$ cat config.mk
export PLATFORM = sky130hd
export DESIGN_NAME = wb_mapper_sram_flat
export DESIGN_NICKNAME = d
export VERILOG_FILES = /design/src/rtl/aleste_bus_pkg.sv /design/src/rtl/wb_mapper_sram_if.sv /design/src/rtl/wb_mapper_regs.sv /design/src/rtl/wb_mapper_sram.sv /design/src/flat_wrapper.sv
export SDC_FILE = /design/constraint.sdc
export NUM_CORES = 1
export LEC_CHECK = 0
export ABC_AREA = 1
export CORE_MARGIN = 5
export CORE_UTILIZATION = 40
export DETAILED_ROUTE_END_ITERATION = 16
export DONT_BUFFER_PORTS = 1
export MAX_ROUTING_LAYER = met4
export PLACE_DENSITY = 0.62
export SETUP_SLACK_MARGIN = 0.02
export SLEW_MARGIN = 20
export SYNTH_ARGS = -nofsm -noshare
export SYNTH_HDL_FRONTEND = slang
export SYNTH_SLANG_ARGS = --single-unit
$ cat constraint.sdc
create_clock -name clk_i -period 3.5 [get_ports clk_i]
set_input_delay 0.7 -clock clk_i [delete_from_list [all_inputs] [get_ports clk_i]]
set_output_delay 0.7 -clock clk_i [all_outputs]
set_load 0.01 [all_outputs]
$ cat src/rtl/aleste_bus_pkg.sv
// Shared bus definitions for the Z80 Wishbone slaves: bus tags, mapper FSM states,
// default mapper I/O port and the SRAM strobe bundle with its per-state encoding.
package aleste_bus_pkg;

  localparam logic [1:0] TAG_MEM          = 2'b00;
  localparam logic [1:0] TAG_IO           = 2'b01;
  localparam logic [7:0] MAPPER_PORT_BASE = 8'hFC;
  localparam int         PAGE_SHIFT       = 14;

  typedef enum logic [1:0] {
    IDLE,
    SETUP,
    ACCESS,
    DONE
  } mapper_state_e;

  typedef struct packed {
    logic ce_n;
    logic oe_n;
    logic we_n;
    logic dq_oe;
  } sram_ctl_t;

  localparam sram_ctl_t SRAM_IDLE = '{ce_n: 1'b1, oe_n: 1'b1, we_n: 1'b1, dq_oe: 1'b0};

  // Strobes to present while in a given state; wr selects the write flavour.
  function automatic sram_ctl_t sram_ctl_for(input mapper_state_e st, input logic wr);
    sram_ctl_t c;
    c = SRAM_IDLE;
    case (st)
      SETUP: begin
        c.ce_n  = 1'b0;
        c.oe_n  = wr;
        c.dq_oe = wr;
      end
      ACCESS: begin
        c.ce_n  = 1'b0;
        c.oe_n  = wr;
        c.we_n  = ~wr;
        c.dq_oe = wr;
      end
      DONE:    c.dq_oe = wr;
      default: ;
    endcase
    return c;
  endfunction

endpackage

$ cat src/rtl/wb_mapper_sram_if.sv
// Wishbone link between the Z80 bus master and the SRAM mapper slave.
// dat_w carries master write data, dat_r carries slave read data.
interface wb_mapper_sram_if;
  logic [15:0] adr;
  logic [1:0]  tga;
  logic [7:0]  dat_w;
  logic [7:0]  dat_r;
  logic        cyc;
  logic        stb;
  logic        we;
  logic        ack;

  modport master (output adr, tga, dat_w, cyc, stb, we, input dat_r, ack);
  modport slave  (input adr, tga, dat_w, cyc, stb, we, output dat_r, ack);
endinterface

$ cat src/rtl/wb_mapper_regs.sv
// Four 16 KB page registers behind I/O ports PORT_BASE..PORT_BASE+3 and the physical address
// composer. Define MAPPER_READBACK_EN to make the page registers readable over I/O.
module wb_mapper_regs
  import aleste_bus_pkg::*;
#(
  parameter int         PADDR_W   = 22,
  parameter logic [7:0] PORT_BASE = MAPPER_PORT_BASE
) (
  input  logic               clk_i,
  input  logic               nrst_i,
  input  logic               wr_en,
  input  logic [7:0]         port,
  input  logic [7:0]         wr_data,
  input  logic [15:0]        mem_adr,
  output logic               port_hit,
  output logic [7:0]         rd_data,
  output logic [PADDR_W-1:0] phys_addr
);

  localparam int PG_W = PADDR_W - PAGE_SHIFT;

  logic [PG_W-1:0] page_q [4];
  logic [7:0]      port_off;

  // Offset decode keeps the four-port window correct even for a non-aligned base.
  assign port_off = port - PORT_BASE;
  assign port_hit = (port_off[7:2] == 6'd0);

  // NOTE: the page file is tiny and must come up as an identity map, so it is reset like
  // ordinary flops; larger storage arrays would normally be left unreset.
  always_ff @(posedge clk_i) begin
    if (!nrst_i) begin
      for (int i = 0; i < 4; i++) page_q[i] <= PG_W'(i);
    end else if (wr_en && port_hit) begin
      page_q[port_off[1:0]] <= PG_W'(wr_data);
    end
  end

  assign phys_addr = {page_q[mem_adr[15:14]], mem_adr[13:0]};

`ifdef MAPPER_READBACK_EN
  // Page bits above PG_W read back as ones so an 8-bit view stays unambiguous.
  localparam logic [7:0] FILL = 8'hFF << PG_W;
  logic [7:0] page8;
  assign page8   = 8'(page_q[port_off[1:0]]);
  assign rd_data = port_hit ? (page8 | FILL) : 8'hFF;
`else
  assign rd_data = 8'hFF;
`endif

endmodule

$ cat src/rtl/wb_mapper_sram.sv
// Z80 Wishbone slave mapping 16-bit addresses into paged SRAM with WAIT_STATES access cycles.
// Optional MAPPER_READBACK_EN makes the page registers readable (see wb_mapper_regs).
module wb_mapper_sram #(
  parameter int         WAIT_STATES      = 2,
  parameter int         PADDR_W          = 22,
  parameter logic [7:0] MAPPER_PORT_BASE = aleste_bus_pkg::MAPPER_PORT_BASE
) (
  input  logic               clk_i,
  input  logic               nrst_i,
  wb_mapper_sram_if.slave    wbs,
  output logic [PADDR_W-1:0] sram_addr_o,
  input  logic [7:0]         sram_dq_i,
  output logic [7:0]         sram_dq_o,
  output logic               sram_dq_oe_o,
  output logic               sram_ce_n_o,
  output logic               sram_oe_n_o,
  output logic               sram_we_n_o
);
  import aleste_bus_pkg::*;

  mapper_state_e      state_q, state_d;
  logic [3:0]         cnt_q, cnt_d;
  logic               mem_wr_q, mem_wr_d;
  logic               ack_q, ack_d;
  logic [7:0]         dat_q, dat_d;
  sram_ctl_t          ctl_q, ctl_d;
  logic [PADDR_W-1:0] addr_q, addr_d;
  logic [7:0]         dq_q, dq_d;

  logic               req, is_io, io_wr, ctl_wr;
  logic               port_hit;
  logic [7:0]         rb_data;
  logic [PADDR_W-1:0] phys_addr;

  assign req   = wbs.cyc & wbs.stb;
  assign is_io = (wbs.tga == TAG_IO);

  wb_mapper_regs #(
    .PADDR_W   (PADDR_W),
    .PORT_BASE (MAPPER_PORT_BASE)
  ) u_regs (
    .clk_i     (clk_i),
    .nrst_i    (nrst_i),
    .wr_en     (io_wr),
    .port      (wbs.adr[7:0]),
    .wr_data   (wbs.dat_w),
    .mem_adr   (wbs.adr),
    .port_hit  (port_hit),
    .rd_data   (rb_data),
    .phys_addr (phys_addr)
  );

  // NOTE: every signal assigned here gets a default first, so no path can infer a latch.
  always_comb begin
    state_d  = state_q;
    cnt_d    = cnt_q;
    mem_wr_d = mem_wr_q;
    ack_d    = 1'b0;
    dat_d    = dat_q;
    addr_d   = addr_q;
    dq_d     = dq_q;
    io_wr    = 1'b0;

    case (state_q)
      IDLE: if (req) begin
        mem_wr_d = wbs.we & ~is_io;
        if (is_io) begin
          state_d = DONE;
          io_wr   = wbs.we;
          if (!wbs.we) dat_d = rb_data;
        end else begin
          state_d = SETUP;
          addr_d  = phys_addr;
          dq_d    = wbs.dat_w;
        end
      end
      SETUP: begin
        if (!req) state_d = IDLE;
        else begin
          state_d = ACCESS;
          cnt_d   = 4'(WAIT_STATES - 1);
        end
      end
      ACCESS: begin
        if (!req) state_d = IDLE;
        else if (cnt_q == 4'd0) begin
          state_d = DONE;
          if (!mem_wr_q) dat_d = sram_dq_i;
        end else cnt_d = cnt_q - 4'd1;
      end
      DONE: begin
        // Ack is held for as long as the master keeps the strobe up; no re-trigger from here.
        if (req) ack_d = 1'b1;
        else     state_d = IDLE;
      end
      default: state_d = IDLE;
    endcase

    // Strobes are registered alongside the state so they line up with it cycle for cycle.
    ctl_wr = (state_q == IDLE) ? (wbs.we & ~is_io) : mem_wr_q;
    ctl_d  = sram_ctl_for(state_d, ctl_wr);
  end

  // NOTE: sequential state is updated with non-blocking assignments only.
  always_ff @(posedge clk_i) begin
    if (!nrst_i) begin
      state_q  <= IDLE;
      cnt_q    <= 4'd0;
      mem_wr_q <= 1'b0;
      ack_q    <= 1'b0;
      dat_q    <= 8'h00;
      ctl_q    <= SRAM_IDLE;
      addr_q   <= '0;
      dq_q     <= 8'h00;
    end else begin
      state_q  <= state_d;
      cnt_q    <= cnt_d;
      mem_wr_q <= mem_wr_d;
      ack_q    <= ack_d;
      dat_q    <= dat_d;
      ctl_q    <= ctl_d;
      addr_q   <= addr_d;
      dq_q     <= dq_d;
    end
  end

  assign wbs.ack      = ack_q;
  assign wbs.dat_r    = dat_q;
  assign sram_addr_o  = addr_q;
  assign sram_dq_o    = dq_q;
  assign sram_dq_oe_o = ctl_q.dq_oe;
  assign sram_ce_n_o  = ctl_q.ce_n;
  assign sram_oe_n_o  = ctl_q.oe_n;
  assign sram_we_n_o  = ctl_q.we_n;

endmodule

$ cat src/flat_wrapper.sv
// flat-port wrapper written by rule: the top's interface ports become plain ports
module wb_mapper_sram_flat import aleste_bus_pkg::*;
#(
  parameter int         WAIT_STATES      = 2,
  parameter int         PADDR_W          = 22,
  parameter logic [7:0] MAPPER_PORT_BASE = aleste_bus_pkg::MAPPER_PORT_BASE
)
  (clk_i, nrst_i, sram_addr_o, sram_dq_i, sram_dq_o, sram_dq_oe_o, sram_ce_n_o, sram_oe_n_o, sram_we_n_o, wbs_adr, wbs_tga, wbs_dat_w, wbs_cyc, wbs_stb, wbs_we, wbs_dat_r, wbs_ack);
  wb_mapper_sram_if wbs_i ();
  input  logic clk_i;
  input  logic nrst_i;
  output logic [PADDR_W-1:0] sram_addr_o;
  input  logic [7:0] sram_dq_i;
  output logic [7:0] sram_dq_o;
  output logic sram_dq_oe_o;
  output logic sram_ce_n_o;
  output logic sram_oe_n_o;
  output logic sram_we_n_o;
  input wire logic [$bits(wbs_i.adr)-1:0] wbs_adr;
  input wire logic [$bits(wbs_i.tga)-1:0] wbs_tga;
  input wire logic [$bits(wbs_i.dat_w)-1:0] wbs_dat_w;
  input wire logic [$bits(wbs_i.cyc)-1:0] wbs_cyc;
  input wire logic [$bits(wbs_i.stb)-1:0] wbs_stb;
  input wire logic [$bits(wbs_i.we)-1:0] wbs_we;
  output wire logic [$bits(wbs_i.dat_r)-1:0] wbs_dat_r;
  output wire logic [$bits(wbs_i.ack)-1:0] wbs_ack;
  assign wbs_i.adr = wbs_adr;
  assign wbs_i.tga = wbs_tga;
  assign wbs_i.dat_w = wbs_dat_w;
  assign wbs_i.cyc = wbs_cyc;
  assign wbs_i.stb = wbs_stb;
  assign wbs_i.we = wbs_we;
  assign wbs_dat_r = wbs_i.dat_r;
  assign wbs_ack = wbs_i.ack;
  wb_mapper_sram #(.WAIT_STATES(WAIT_STATES), .PADDR_W(PADDR_W), .MAPPER_PORT_BASE(MAPPER_PORT_BASE)) u_core (.clk_i(clk_i), .nrst_i(nrst_i), .wbs(wbs_i), .sram_addr_o(sram_addr_o), .sram_dq_i(sram_dq_i), .sram_dq_o(sram_dq_o), .sram_dq_oe_o(sram_dq_oe_o), .sram_ce_n_o(sram_ce_n_o), .sram_oe_n_o(sram_oe_n_o), .sram_we_n_o(sram_we_n_o));
endmodule
==> flow_metrics.env <==
export IMPL_maxCapViolCount=0
export IMPL_ys_async_sr_fraction_pct=0
export IMPL_numPortBuffers=0
export IMPL_relSlewSlack_pct=74.7
export IMPL_ys_seq_elements=82
export IMPL_io_pin_count=82
export IMPL_cts_resized=0
export IMPL_dr_total_vias=2667
export IMPL_ys_seq_area_share_pct=54.2
export IMPL_nets=452
export IMPL_peakVddDrop_mv=0.196
export IMPL_min_from="nrst_i"
export IMPL_cp_startpoint="wbs_cyc"
export IMPL_yosys_warnings=0
export IMPL_yosysMostFrequentCell="nor2_1"
export IMPL_synth_top_area_cell="dfxtp_1"
export IMPL_netlist_instances=413
export IMPL_pre_cts_ws_ps=1310
export IMPL_cp_arrival_ps=1840
export IMPL_worst_pin_slew_ps=378
export IMPL_grt_pass1_wl_um=13300
export IMPL_grt_start_max_net_pins=52
export IMPL_hold_viol_final=0
export IMPL_die_x_um=105
export IMPL_grtUsageTotal_pct=15.5
export IMPL_setup_slack_ps=1690
export IMPL_power_density_mw_per_mm2=497
export IMPL_synth_area_per_cell_um2=8.76
export IMPL_path_class="in -> reg"
export IMPL_synth_top_area_share_pct=27.7
export IMPL_clk_pin_slew_worst_paths_ps=80
export IMPL_insertedDiodeCount=0
export IMPL_dp_cells=506
export IMPL_crit_path_end="u_core.u_regs.page_q[0][3]$_SDFFCE_PN0P_"
export IMPL_fin_cells=522
export IMPL_dieHeight_um=105
export IMPL_post_cts_buffers=0
export IMPL_grt_setup_unrepaired="false"
export IMPL_cp_required_ps=3520
export IMPL_slew_violations=0
export IMPL_synth_edff_count=32
export IMPL_fillers=878
export IMPL_synth_commonest_cells="105 x nor2_1, 50 x dfxtp_1, 38 x nand2_1, 37 x o21ai_0, 32 x edfxtp_1"
export IMPL_antenna_found_initial=0
export IMPL_setup_viol=0
export IMPL_core_area_mm2=0.00876
export IMPL_synthFlopType="dfxtp_1"
export IMPL_status="finished, final reports clean"
export IMPL_syn_num_nets=456
export IMPL_gp_congestion=0.815
export IMPL_syn_area_mm2=0.00362
export IMPL_grt_pass1_vias=2605
export IMPL_max_clock_freq_ghz=0.552
export IMPL_period_minus_slack_ps=1810
export IMPL_dr_pass1_iters=4
export IMPL_antenna_left=0
export IMPL_ys_types=31
export IMPL_synthTopCellsByArea="dfxtp_1 28%, edfxtp_1 27%, nor2_1 11%, o21ai_0 5.1%, nand2_1 3.9%"
export IMPL_finalCritPeriodShare_pct=51.8
export IMPL_tritoncts="done"
export IMPL_numClockSinks=82
export IMPL_r2r_end="u_core.u_regs.page_q[0][3]$_SDFFCE_PN0P_"
export IMPL_r2r_start="u_core.state_q[0]$_SDFF_PN0_"
export IMPL_htree_num_levels=3
export IMPL_timing_reg2reg_setup_slack_ps=1720
export IMPL_root_buffer="clkbuf_8"
export IMPL_dieArea_mm2=0.0110
export IMPL_area_delta_synth_final_pct=6.92
export IMPL_p_leak_nw=1.53
export IMPL_worstSkewPairLatency_ps=350
export IMPL_worstSetupStartpointType="input port"
export IMPL_r2r_cells=7
export IMPL_via_per_inst=5.11
export IMPL_max_clock_path_buffers=2
export IMPL_cts_hold_buf=0
export IMPL_worst_setup_path_end_kind="flip-flop"
export IMPL_numCtsBuffers=9
export IMPL_overflow=0
export IMPL_routed_wl_um=8210
export IMPL_num_rows=34
export IMPL_hpwl_um=5930
export IMPL_drive_above_1_share_pct=14.3
export IMPL_drcViolationCount=0
export IMPL_finClkSkew_ps=7.17
export IMPL_drtIter0Drc=162
export IMPL_routedWlPerCell_um=15.7
export IMPL_critPathMaxFanout=9
export IMPL_hold_class="in -> reg"
export IMPL_initial_utilization_pct=41.3
export IMPL_setup_tns_final_ps=0
[worst min path at each step]
stage	depth (start not counted)	slack, ps	endpoint
after floorplan	2	450	u_core.cnt_q[1]$_SDFFE_PN0P_
final	1	440	u_core.sram_ce_n_o$_SDFF_PN1_
after global placement	2	480	u_core.cnt_q[1]$_SDFFE_PN0P_
after CTS	1	410	u_core.sram_ce_n_o$_SDFF_PN1_
after detailed placement	2	480	u_core.cnt_q[1]$_SDFFE_PN0P_
after global routing	1	420	u_core.sram_ce_n_o$_SDFF_PN1_
[worst max-delay path: stages]
cell and delay [ps]:
nand2_1 170, nor2_2 180, nand2_1 90, nor2_4 140, nand4_2 210, nand2_1 340
[where the power goes]
part / switching, mW / total, mW / leakage (nW) / internal, mW
clock network: 0.341 / 0.708 / 0.107 / 0.366
logic: 0.0979 / 0.141 / 0.699 / 0.0435
registers: 0.0407 / 1.07 / 0.722 / 1.03
total: 0.480 / 1.92 / 1.53 / 1.44
[registers in the layout, summed over array words and instances (netlist names)]
signal	count
u_core.wbs.dat_r	8
u_core.wbs.ack	1
u_core.sram_dq_oe_o	1
u_core.sram_oe_n_o	1
u_core.sram_ce_n_o	1
u_core.state_q	2
u_core.mem_wr_q	1
u_core.u_regs.page_q	32
u_core.sram_we_n_o	1
u_core.sram_addr_o	22
u_core.sram_dq_o	8
u_core.cnt_q	4
[routing by layer]
metal  wire length [um]  up-vias  GRT usage, %
li1                   -     1350             -
met1               3370     1225          18.1
met2               4000       81          25.0
met3                741       11          5.55
met4                 98        0          4.75
met5                  0        -             -
[per-stage QoR]
| stage | utilization [%] | hold slack (ps) | power (mW) | cell area, um2 |
|---|---|---|---|---|
| final | 44.1 | 441 | 1.92 | 3870 |
| after CTS | 44.1 | 414 | 1.94 | 3870 |
| after floorplan | - | 453 | 1.22 | 3620 |
| after detailed placement | 41.8 | 481 | 1.24 | 3660 |
| after global placement | 41.8 | 476 | 1.24 | 3660 |
| after global routing | 44.1 | 424 | 2.01 | 3870 |
[cells in the final DEF (no fill, tap or decap)]
master | Yosys | routed
edfxtp_1 | 32 | 32
nand3_1 | 14 | 14
nand4_1 | 3 | 3
ha_1 | 4 | 4
a21oi_1 | 23 | 23
a31oi_1 | 1 | 1
nand4_2 | 2 | 2
inv_1 | 28 | 28
nand3_2 | 3 | 3
clkinv_2 | 0 | 1
xor2_1 | 1 | 1
clkbuf_1 | 6 | 2
dfxtp_1 | 50 | 50
nor2_8 | 1 | 1
nand2_2 | 3 | 3
nand2_4 | 2 | 2
nor2_1 | 105 | 105
clkbuf_16 | 0 | 2
nand2_1 | 38 | 38
buf_4 | 3 | 2
nor3_2 | 4 | 4
inv_2 | 4 | 4
nor3_1 | 4 | 4
clkbuf_8 | 0 | 10
inv_6 | 0 | 1
nor2_2 | 12 | 12
o21ai_0 | 37 | 37
nand3b_1 | 2 | 2
nor2_4 | 4 | 4
o21ai_1 | 11 | 11
a21oi_2 | 8 | 8
[kinds of logic (layout without fill, tap and decap cells)]
group | count (synthesis) | count (layout) | share of synthesized area [%]
fa+ha+maj | 4 | 4 | 1.38
compound gates | 80 | 80 | 11.9
buf+inv | 49 | 50 | 6.33
xor+xnor | 1 | 1 | 0.242
flops | 82 | 82 | 54.2
simple gates | 197 | 197 | 25.9
[final cells by class]
class / instances / area (um2) / area share [%]
inverter: 32 / 120 / 3.10
clock inverter: 2 / 13.8 / 0.356
clock buffer: 14 / 195 / 5.05
timing repair buffer: 2 / 15.0 / 0.388
tap: 108 / 135 / 3.49
sequential: 82 / 1960 / 50.7
multi-input combinational: 282 / 1430 / 36.9
Note: power is estimated with default switching activity, not from simulation.
